===== config.mk =====
export PLATFORM = sky130hd
export DESIGN_NAME = cmd_source_arbiter_flat
export DESIGN_NICKNAME = d
export VERILOG_FILES = /design/src/rtl/cmd_source_arbiter_if.sv /design/src/rtl/cmd_source_arbiter.sv /design/src/flat_wrapper.sv
export SDC_FILE = /design/constraint.sdc
export NUM_CORES = 1
export LEC_CHECK = 0
export CAP_MARGIN = 20
export CORE_MARGIN = 10
export CORE_UTILIZATION = 35
export CTS_CLUSTER_SIZE = 20
export DETAILED_ROUTE_END_ITERATION = 10
export DONT_BUFFER_PORTS = 1
export HOLD_SLACK_MARGIN = 0.03
export PLACE_DENSITY = 0.55
export REMOVE_ABC_BUFFERS = 1
export SYNTH_ARGS = -nofsm -noshare
export SYNTH_HDL_FRONTEND = slang
export SYNTH_SLANG_ARGS = --single-unit

===== constraint.sdc =====
create_clock -name clk -period 1.5 [get_ports clk]
set_input_delay 0.375 -clock clk [delete_from_list [all_inputs] [get_ports clk]]
set_output_delay 0.375 -clock clk [all_outputs]
set_load 0.1 [all_outputs]

===== src/rtl/cmd_source_arbiter_if.sv =====
// Byte-stream bundle between two byte sources, the arbiter and the control unit.
// The slave modport is the arbiter's view; master is the view of whatever drives it.
interface cmd_source_arbiter_if;
    logic [7:0] src0_byte;
    logic       src0_ready;
    logic       src0_next;
    logic [7:0] src1_byte;
    logic       src1_ready;
    logic       src1_next;
    logic [7:0] out_byte;
    logic       out_ready;
    logic       out_next;
    logic       hold_off;
    logic       grant;
    logic       locked;

    modport slave (
        input  src0_byte, src0_ready, src1_byte, src1_ready, out_next, hold_off,
        output src0_next, src1_next, out_byte, out_ready, grant, locked
    );

    modport master (
        output src0_byte, src0_ready, src1_byte, src1_ready, out_next, hold_off,
        input  src0_next, src1_next, out_byte, out_ready, grant, locked
    );
endinterface


===== src/rtl/cmd_source_arbiter.sv =====
// Locks the command byte stream onto one of two sources for a whole packet and
// releases the lock after IdleTimeout cycles without a consumed byte.
module cmd_source_arbiter #(
    parameter int unsigned IdleTimeout = 1024
) (
    input logic                 clk,
    input logic                 reset,
    cmd_source_arbiter_if.slave bus
);
    localparam int unsigned CntW = $clog2(IdleTimeout + 1);
    localparam logic [CntW-1:0] CntMax = CntW'(IdleTimeout - 1);

    typedef enum logic {StIdle, StLocked} state_e;

    state_e          state_q, state_d;
    logic            grant_q, grant_d;
    logic            last_grant_q, last_grant_d;
    logic [CntW-1:0] cnt_q, cnt_d;
    logic            gnt_ready;
    logic            is_locked;

    assign gnt_ready = grant_q ? bus.src1_ready : bus.src0_ready;
    assign is_locked = (state_q == StLocked);

    always_comb begin
        state_d      = state_q;
        grant_d      = grant_q;
        last_grant_d = last_grant_q;
        cnt_d        = cnt_q;
        unique case (state_q)
            StIdle: begin
                if (!bus.hold_off && (bus.src0_ready || bus.src1_ready)) begin
                    state_d = StLocked;
                    cnt_d   = '0;
                    // Round-robin on a tie: the source not served last time wins.
                    if (bus.src0_ready && bus.src1_ready) begin
                        grant_d = ~last_grant_q;
                    end else begin
                        grant_d = bus.src1_ready;
                    end
                end
            end
            StLocked: begin
                if (bus.out_next) begin
                    cnt_d = '0;
                end else if (!gnt_ready) begin
                    if (cnt_q == CntMax) begin
                        state_d      = StIdle;
                        last_grant_d = grant_q;
                    end else begin
                        cnt_d = cnt_q + 1'b1;
                    end
                end
            end
        endcase
    end

    always_ff @(posedge clk or posedge reset) begin
        if (reset) begin
            state_q      <= StIdle;
            grant_q      <= 1'b0;
            last_grant_q <= 1'b1;
            cnt_q        <= '0;
        end else begin
            state_q      <= state_d;
            grant_q      <= grant_d;
            last_grant_q <= last_grant_d;
            cnt_q        <= cnt_d;
        end
    end

    // Pure mux paths: no buffering between the sources and the control unit.
    assign bus.locked    = is_locked;
    assign bus.grant     = grant_q;
    assign bus.out_byte  = grant_q ? bus.src1_byte : bus.src0_byte;
    assign bus.out_ready = is_locked && gnt_ready;
    assign bus.src0_next = is_locked && !grant_q && bus.out_next;
    assign bus.src1_next = is_locked && grant_q && bus.out_next;
endmodule


===== src/flat_wrapper.sv =====
// flat-port wrapper written by rule: the top's interface ports become plain ports
module cmd_source_arbiter_flat 
#(
    parameter int unsigned IdleTimeout = 1024
)
  (clk, reset, bus_src0_byte, bus_src0_ready, bus_src1_byte, bus_src1_ready, bus_out_next, bus_hold_off, bus_src0_next, bus_src1_next, bus_out_byte, bus_out_ready, bus_grant, bus_locked);
  cmd_source_arbiter_if bus_i ();
  input logic clk;
  input logic reset;
  input wire logic [$bits(bus_i.src0_byte)-1:0] bus_src0_byte;
  input wire logic [$bits(bus_i.src0_ready)-1:0] bus_src0_ready;
  input wire logic [$bits(bus_i.src1_byte)-1:0] bus_src1_byte;
  input wire logic [$bits(bus_i.src1_ready)-1:0] bus_src1_ready;
  input wire logic [$bits(bus_i.out_next)-1:0] bus_out_next;
  input wire logic [$bits(bus_i.hold_off)-1:0] bus_hold_off;
  output wire logic [$bits(bus_i.src0_next)-1:0] bus_src0_next;
  output wire logic [$bits(bus_i.src1_next)-1:0] bus_src1_next;
  output wire logic [$bits(bus_i.out_byte)-1:0] bus_out_byte;
  output wire logic [$bits(bus_i.out_ready)-1:0] bus_out_ready;
  output wire logic [$bits(bus_i.grant)-1:0] bus_grant;
  output wire logic [$bits(bus_i.locked)-1:0] bus_locked;
  assign bus_i.src0_byte = bus_src0_byte;
  assign bus_i.src0_ready = bus_src0_ready;
  assign bus_i.src1_byte = bus_src1_byte;
  assign bus_i.src1_ready = bus_src1_ready;
  assign bus_i.out_next = bus_out_next;
  assign bus_i.hold_off = bus_hold_off;
  assign bus_src0_next = bus_i.src0_next;
  assign bus_src1_next = bus_i.src1_next;
  assign bus_out_byte = bus_i.out_byte;
  assign bus_out_ready = bus_i.out_ready;
  assign bus_grant = bus_i.grant;
  assign bus_locked = bus_i.locked;
  cmd_source_arbiter #(.IdleTimeout(IdleTimeout)) u_core (.clk(clk), .reset(reset), .bus(bus_i));
endmodule

# [Word-level counts from Yosys, hierarchy flattened]
# Index checks and enable logic that the tools add are counted.
[classes] n_addsub=1 n_eq_ne=4 n_mux=13 n_bitwise=4 n_reduce_logical=13
[op_table] op="$mux W11" n=4
[op_table] op="$pmux W11 S2" n=1
[op_table] op="$add A11 B1 Y11 const B" n=1
[op_table] op="$eq A11 B10 Y1 const B" n=1
[op_table] op="$mux W8" n=1
[op_table] op="$logic_and A1 B1 Y1" n=7
[op_table] op="$mux W1" n=6
[op_table] op="$ne A3 B3 Y1 const B" n=2
[op_table] op="$not A1 Y1" n=4
[op_table] op="$reduce_and A4 Y1" n=1
[op_table] op="$reduce_and A3 Y1" n=1
[op_table] op="$logic_not A1 Y1" n=2
[op_table] op="$ne A2 B1 Y1 const B" n=1
[op_table] op="$pmux W1 S2" n=1
[op_table] op="$reduce_and A2 Y1" n=1
[op_table] op="$logic_or A1 B1 Y1" n=1
[word_totals] reg_bits=14 inputBits=22 out_inout_bits=13 word_cells=39

# [Logic depth before layout (Yosys ltp)]
# Gate-level depths: netlist of the first run.
[depth] depth_word=5 ltp_mapped=6 mapped_depth_nobuf=5

# [Worst setup path before layout of the first run]
# Ideal clock, no wire load.
[synth_timing] path_type="reg-to-output" from="register u_core.grant_q, in the netlist u_core.bus.grant" to="output port bus_out_ready" t_arrival_ns=2.541 t_required_ns=1.125 setup_slack_ns=-1.416 path_stages_with_launch=3 n_path_buf=0 path_cell_list="dfrtp_1 > mux2i_4 > nor2b_1"
[synth_between] elab_chain_len=2
[synth_lines] element="from (decl)" line_no="cmd_source_arbiter.sv:16" text="logic grant_q, grant_d;"
[synth_lines] element="from (signal assigned)" line_no="cmd_source_arbiter.sv:66" text="grant_q <= grant_d;"
[synth_lines] element="$mux W1" line_no="cmd_source_arbiter.sv:22" text="assign gnt_ready = grant_q ? bus.src1_ready : bus.src0_ready;"
[synth_lines] element="$logic_and A1 B1 Y1" line_no="cmd_source_arbiter.sv:76" text="assign bus.out_ready = is_locked && gnt_ready;"
[synth_lines] element="to (decl)" line_no="flat_wrapper.sv:19" text="output wire logic [$bits(bus_i.out_ready)-1:0] bus_out_ready;"
# Every way passes these cells.

# [Worst setup path in the final report of the first run]
# Ends and elaborated chain as after synthesis.

==> results of run 1 <==
==> flip-flops by register name (all words and copies together), names as in the netlist <==
signal,cells
u_core.cnt_q,11
u_core.bus.grant,1
u_core.bus.locked,1
u_core.last_grant_q,1
==> repair_timing <==
action,4_1_cts,5_1_grt
resized for setup,13,16
pin swaps,1,4
buffers inserted,7,1
hold buffers,1,0
endpoints found under the hold margin,7,0
setup endpoints to repair,16,24
==> per-layer routing <==
metal / global-route usage / wire length, um / vias to the layer above
met1: 0.1167 / 1132 / 443
met4: 0.05161 / 69 / 0
li1: - / - / 427
met2: 0.1971 / 1606 / 10
met5: 0 / 0 / -
met3: 0.008264 / 24 / 6
==> power breakdown <==
part,switching [W],internal [W]
sequential,0.0000351,0.000410
clock,0.000134,0.000103
combinational,0.000522,0.000349
==> stage by stage <==
| step | hold slack [ps] | utilization |
|---|---|---|
| finish | 256.5 | 0.6106 |
| global route | 276.8 | 0.6106 |
| CTS | 248.5 | 0.5689 |
| detailed placement | 335.7 | 0.5129 |
| global placement | 329.8 | 0.5129 |
| floorplan | 263.5 | - |
==> layout make-up <==
type | count | area, um2
well taps | 30 | 37.54
multi-input cells | 75 | 668.1
flip-flops and latches | 14 | 351.6
fillers | 195 | 982.2
clock buffers | 4 | 26.28
inverters | 3 | 11.26
repair buffers | 36 | 445.4
==> layout by cell type, fill, tap and decap left out, types with 3 or more instances in the layout <==
cell type   n
nand2_1    12
dfrtp_1    13
buf_4      17
clkbuf_4    3
o21a_1      3
a31oi_4     3
inv_1       3
a31oi_1     6
buf_6       6
nor2_1      3
mux2_2      8
buf_12     12
==> cells in the mapped netlist <==
cell type   n
dfrtp_1    13
nand2_1    13
a31oi_1    10
mux2_2      9
nor2_1      6
and2_1      3
and3_1      3
inv_1       3
o21a_1      3
a21oi_1     2
and2b_1     2
buf_6       2
mux2i_1     2
nand2b_1    2
nand3_1     2
nor3_1      2
a2bb2oi_1   1
a32o_1      1
a41oi_1     1
a41oi_4     1
and3_2      1
and4_1      1
clkbuf_1    1
dfstp_2     1
ha_1        1
mux2i_4     1
nand4_1     1
nand4_2     1
nor2b_1     1
o211ai_1    1
o21ba_2     1
o22ai_2     1
or2b_1      1
or3_1       1
==> logic make-up (layout without fill, tap and decap cells) <==
group / Yosys count / in the layout / share of synthesized area
AOI/OAI and AO/OA: 22 / 22 / 0.1923
buffers and inverters: 6 / 43 / 0.04005
muxes: 12 / 12 / 0.1535
adders and majority gates: 1 / 1 / 0.01335
and+or+nand+nor: 40 / 40 / 0.2257
DFF: 14 / 14 / 0.3752
==> worst min-delay path by stage <==
stage | endpoint | slack, ps | depth (start not counted) | start
after floorplan | u_core.bus.grant | 260 | 1 | reset
after global placement | u_core.cnt_q[2] | 330 | 1 | reset
final | u_core.bus.grant | 260 | 1 | bus_src1_ready
after global routing | u_core.bus.grant | 280 | 1 | bus_src1_ready
after CTS | u_core.bus.grant | 250 | 1 | bus_src1_ready
after detailed placement | u_core.cnt_q[2] | 340 | 1 | reset
==> worst max-delay path, cell delays in order, from the launching register on <==
cell and delay [ps]:
dfrtp_1 400, buf_6 130, mux2i_4 180, nor2b_2 160, buf_12 190
==> metrics.md, run 1 <==
| Metric | Value |
|---|---|
| Status | finished, violations left |
| Failing checks | setup timing |
| CP startpoint | u_core.bus.grant |
| Drt wl/cell | 17.49 um |
| GPL Wtd Cong | about 0.8 |
| Post-synthesis sequential area ratio | 0.3752 |
| Skew-Pair Late Insertion Delay | 290 ps |
| Path depth of the worst reg2reg path | 7 |
| Max-cap viol count | 0 |
| Max Freq | between 500 and 600 MHz |
| PD cells | 1009 nW/um2 |
| Largest net degree at the start of global routing | 15 |
| First-pass GRT wire length | 4.526 mm |
| ANT nets after route | 0 |
| Hold Fails Final Rpt | 0 |
| Mapped Cells | 95 |
| Tot Pwr | 0.001554 W |
| DIE HEIGHT | 71.75 um |
| Worst Setup EP | bus_out_ready |
| Final setup margin | -229.2 ps |
| Placed instance area | 1294 um2 |
| Pre-CTS setup slack | -35.35 ps |
| Final setup TNS | -2339 ps |
| Share of cells above drive strength 1 | 0.5227 |
| Slew Viols, Final | 0 |
| Grt ovf | 0 |
| Overall Global Routing Usage | 0.1060 |
| CP arrival | between 1000 and 1500 ps |
| Top cells by area, synth | dfrtp_1 35%, mux2_2 11%, a31oi_1 6.7% |
| Max_slew headroom | 0.6445 |
| Top-area cell type share of the netlist area | 0.3471 |
| Vias in the first global route | 942 |
| Worst path required time | 1120 ps |
| Die Wd | 71.75 um |
| WL final | 2.833 mm |
| Cell taking the most area after synthesis | dfrtp_1 |
| Dpl cells | 149 |
| DRT Pass-1 Iters | 4 |
| H-tree Lvls | 1 |
| Total core area | 2522 um2 |
| R2r setup slk | -50 ps |
| Drt drc | 0 |
| Final-report setup violation count | 19 |
| Antenna diode count | 0 |
| Post-Layout Inst Area | 1540 um2 |
| Synth cell types | 34 |
| Synth Area per Inst | ~10 um2 |
| Final std cells w/o fill | 162 |
| CTS sink cnt | 14 |
| Leak | 0.6581 nW |
| Net count, final | 156 |
| Worst Setup Start Kind | register |
| Starting Density | 0.3715 |
| Worst Hold Class | input port to register |
| Synthesis-stage register bit count | 14 |
| Root Driver | clkbuf_4 |
| Die ar. | 5147 um2 |
| Reg-to-Reg Start | u_core.bus.grant |
| Initial antenna violation count | 0 |
| PortBufs | 0 |
| RSZ-0062 raised after global routing | true |
| Top-level I/O count | 35 |
| Reg2Reg Capture Point | u_core.cnt_q[1] |
| Initial drt markers | 40 |
| VDD IR max | approximately 0.86 mV |
| WS Path Type | register to primary output |
| Area growth syn-to-layout | 64.35% |
| Minimum clock period | 1729 ps |
| Yosys Warn Count | 0 |
| CTS max path bufs | 2 |
| Routed vias | 886 |
| Crit end category | primary output |
| Fin crit share | 1.153 |
| CTS tree | built |
| Num rows | 18 |
| Clock Pin Slew Worst Setup and Hold Paths | ~80 ps |
| DR vias/cell | 5.469 |
| Worst slew pin tran | roughly 530 ps |
| Cell Area, Synth | around 940 um2 |
| DPL Wire Length | about 2.1 mm |
| Setup Skew | between 15 and 20 ps |
| Worst-path maximum fanout | 2 |
| Inserted Clock Buffers | 3 |
Note: power is estimated with default switching activity, not from simulation.
==> inputs of run 2 (changes only) <==
--- a/config.mk
+++ b/config.mk
@@ -6,11 +6,13 @@
 export NUM_CORES = 1
 export LEC_CHECK = 0
 export CAP_MARGIN = 20
+export CORE_ASPECT_RATIO = 0.6
 export CORE_MARGIN = 10
 export CORE_UTILIZATION = 35
 export CTS_CLUSTER_SIZE = 20
 export DETAILED_ROUTE_END_ITERATION = 10
 export DONT_BUFFER_PORTS = 1
+export GPL_TIMING_DRIVEN = 0
 export HOLD_SLACK_MARGIN = 0.03
 export PLACE_DENSITY = 0.55
 export REMOVE_ABC_BUFFERS = 1
==> run 2 against run 1 <==
  * The flow still finishes with violations (setup timing)
  * Count of clock-buffer cells in the layout stayed put
  * Flip-flop and latch count unchanged
  * Highest routed layer unchanged
  * Maximum frequency decreased by 9.4%
  * Critical path type unchanged
  * Utilization decreased by 12 points
  * Global-route usage fell by 0.20 points
==> metrics.md, run 2 (synthesis results as in run 1) <==
| Metric | Value |
|---|---|
| Root Driver | clkbuf_8 |
| Drt drc | 0 |
| ANT nets after route | 0 |
| Drt wl/cell | a little under 20 um |
| Largest net degree at the start of global routing | 15 |
| Net Sw Frac | 0.4321 |
| Most flops, register | u_core.cnt_q |
| Num rows | 14 |
| Max-cap viol count | 0 |
| Setup Skew | ~10 ps |
| Final setup margin | -407.6 ps |
| Tot Pwr | roughly 0.0015 W |
| Share of cells above drive strength 1 | 0.3925 |
| Buffers & Inverters on Critical Path | 0 |
| Fin crit share | 1.272 |
| Clk pwr share | 0.248 |
| Max Freq | roughly 520 MHz |
| Final-report setup violation count | 23 |
| Reg-to-Reg Start | u_core.bus.locked |
| DR vias/cell | 5.892 |
| Fillers | 247 |
| Critical-path top delay cell | dfrtp_4 |
| Net count, final | 131 |
| Slew Viols, Final | 0 |
| Commonest non-fill, non-tap cell in the layout | nand2_1 |
| Failing checks | setup timing |
| Grt ovf | 0 |
| CP arrival | around 1500 ps |
| Vias in the first global route | roughly 800 |
| First-pass GRT wire length | 4.236 mm |
| Logic pwr share | 0.459 |
| Clock Pin Slew Worst Setup and Hold Paths | 70 ps |
| Area growth syn-to-layout | 32.44% |
| Total core area | 2522 um2 |
| CP startpoint | u_core.bus.locked |
| Starting Density | 0.3715 |
| Overall Global Routing Usage | 0.1040 |
| DPL Wire Length | 1.950 mm |
| Hold Fails Final Rpt | 0 |
| WHS | between 40 and 50 ps |
| VDD IR max | 0.4902 mV |
| Antenna diode count | 0 |
| Leak | 0.5385 nW |
| Die Wd | approximately 87 um |
| Sw power | 0.0006668 W |
| DRT Pass-1 Iters | 7 |
| Skew-Pair Late Insertion Delay | approximately 260 ps |
| CTS tree | built |
| Final Util | 0.4921 |
| Pre-CTS setup slack | -969.2 ps |
| PortBufs | 0 |
| CP cell instances | nor2b_4 |
| Initial antenna violation count | 0 |
| Initial drt markers | ~150 |
| Die ar. | 5215 um2 |
| CTS max path bufs | 2 |
| GPL Wtd Cong | 0.7892 |
| Flop pwr share | 0.293 |
| Inserted Clock Buffers | 3 |
| CTS sink cnt | 14 |
| H-tree Lvls | 1 |
| Worst-path maximum fanout | 7 |
| Top-level I/O count | 35 |
| WL final | 2.745 mm |
| Max_slew headroom | 0.5900 |
| DIE HEIGHT | around 60 um |
| Minimum clock period | 1908 ps |
| Final setup TNS | -5524 ps |
| Largest delay share family, worst path | flip-flops |
| Largest stage delay, worst path | 660 ps |
| Commonest non-fill, non-tap cells in the layout | 12 x nand2_1, 11 x dfrtp_1, 10 x a31oi_1 |
| Status | finished, violations left |
| Crit end category | primary output |
| Int Pwr | 0.0008766 W |
| Routed vias | 819 |
| Worst Setup Start Kind | register |
| WS Path Type | register to primary output |
| Largest register FFs | 11 |
| Worst slew pin tran | 613.6 ps |
| PD cells | 1244 nW/um2 |
| Worst path required time | 1120 ps |
| Worst Hold Class | input port to asynchronous set/reset pin |
| RSZ-0062 raised after global routing | true |
run 2: layer usage:
metal / wire length [um] / vias to the layer above / track usage
li1: - / 379 / -
met1: 1164 / 397 / 0.1310
met2: 1365 / 37 / 0.1623
met3: 165 / 6 / 0.03121
met4: 50 / 0 / 0.04138
met5: 0 / - / 0
run 2: metrics by stage:
| step | std cells | cell area (um2) |
|---|---|---|
| 2_1_floorplan | 92 | 910.9 |
| 3_3_place_gp | 124 | 950.9 |
| 3_5_place_dp | 126 | 994.7 |
| 4_1_cts | 139 | 1225 |
| 5_1_grt | 139 | 1241 |
| 6_report | 139 | 1241 |
run 2: cell type report:
cell class              instances  area, um2  share of cell area
clock buffers                   4      55.05             0.04435
inverters                       3      11.26            0.009073
flip-flops and latches         14      356.6              0.2873
well taps                      32      40.04             0.03226
multi-input cells              75      630.6              0.5081
repair buffers                 11      147.6              0.1190
run 2: power by group through the flow:
stage | clock network [W] | logic (W) | registers (W)
after global placement | 0 | 0.000477 | 0.000503
final | 0.000383 | 0.000709 | 0.000452
after global routing | 0.000414 | 0.000735 | 0.000457
after detailed placement | 0 | 0.000568 | 0.000463
after floorplan | 0 | 0.000449 | 0.000493
after CTS | 0.000380 | 0.000701 | 0.000451
run 2: timing repair:
item                       4_1_cts  5_1_grt
setup endpoints to repair       26       24
resized for setup               28        4
hold buffers                     0        0
setup buffers                    8        0
cloned                           1        0
pin swaps                        2        2
run 2: worst paths after layout:
path / cells past startpoint / to / slack [ps]
max in group asynchronous: 1 / u_core.bus.locked / 1050
worst min register to register: 1 / u_core.cnt_q[10] / 490
worst max register to register: 4 / u_core.last_grant_q / -250
worst max-delay path: 1 / bus_out_ready / -410
min in group clk: 1 / u_core.bus.grant / 290
worst min-delay path: 1 / u_core.cnt_q[3] / 40
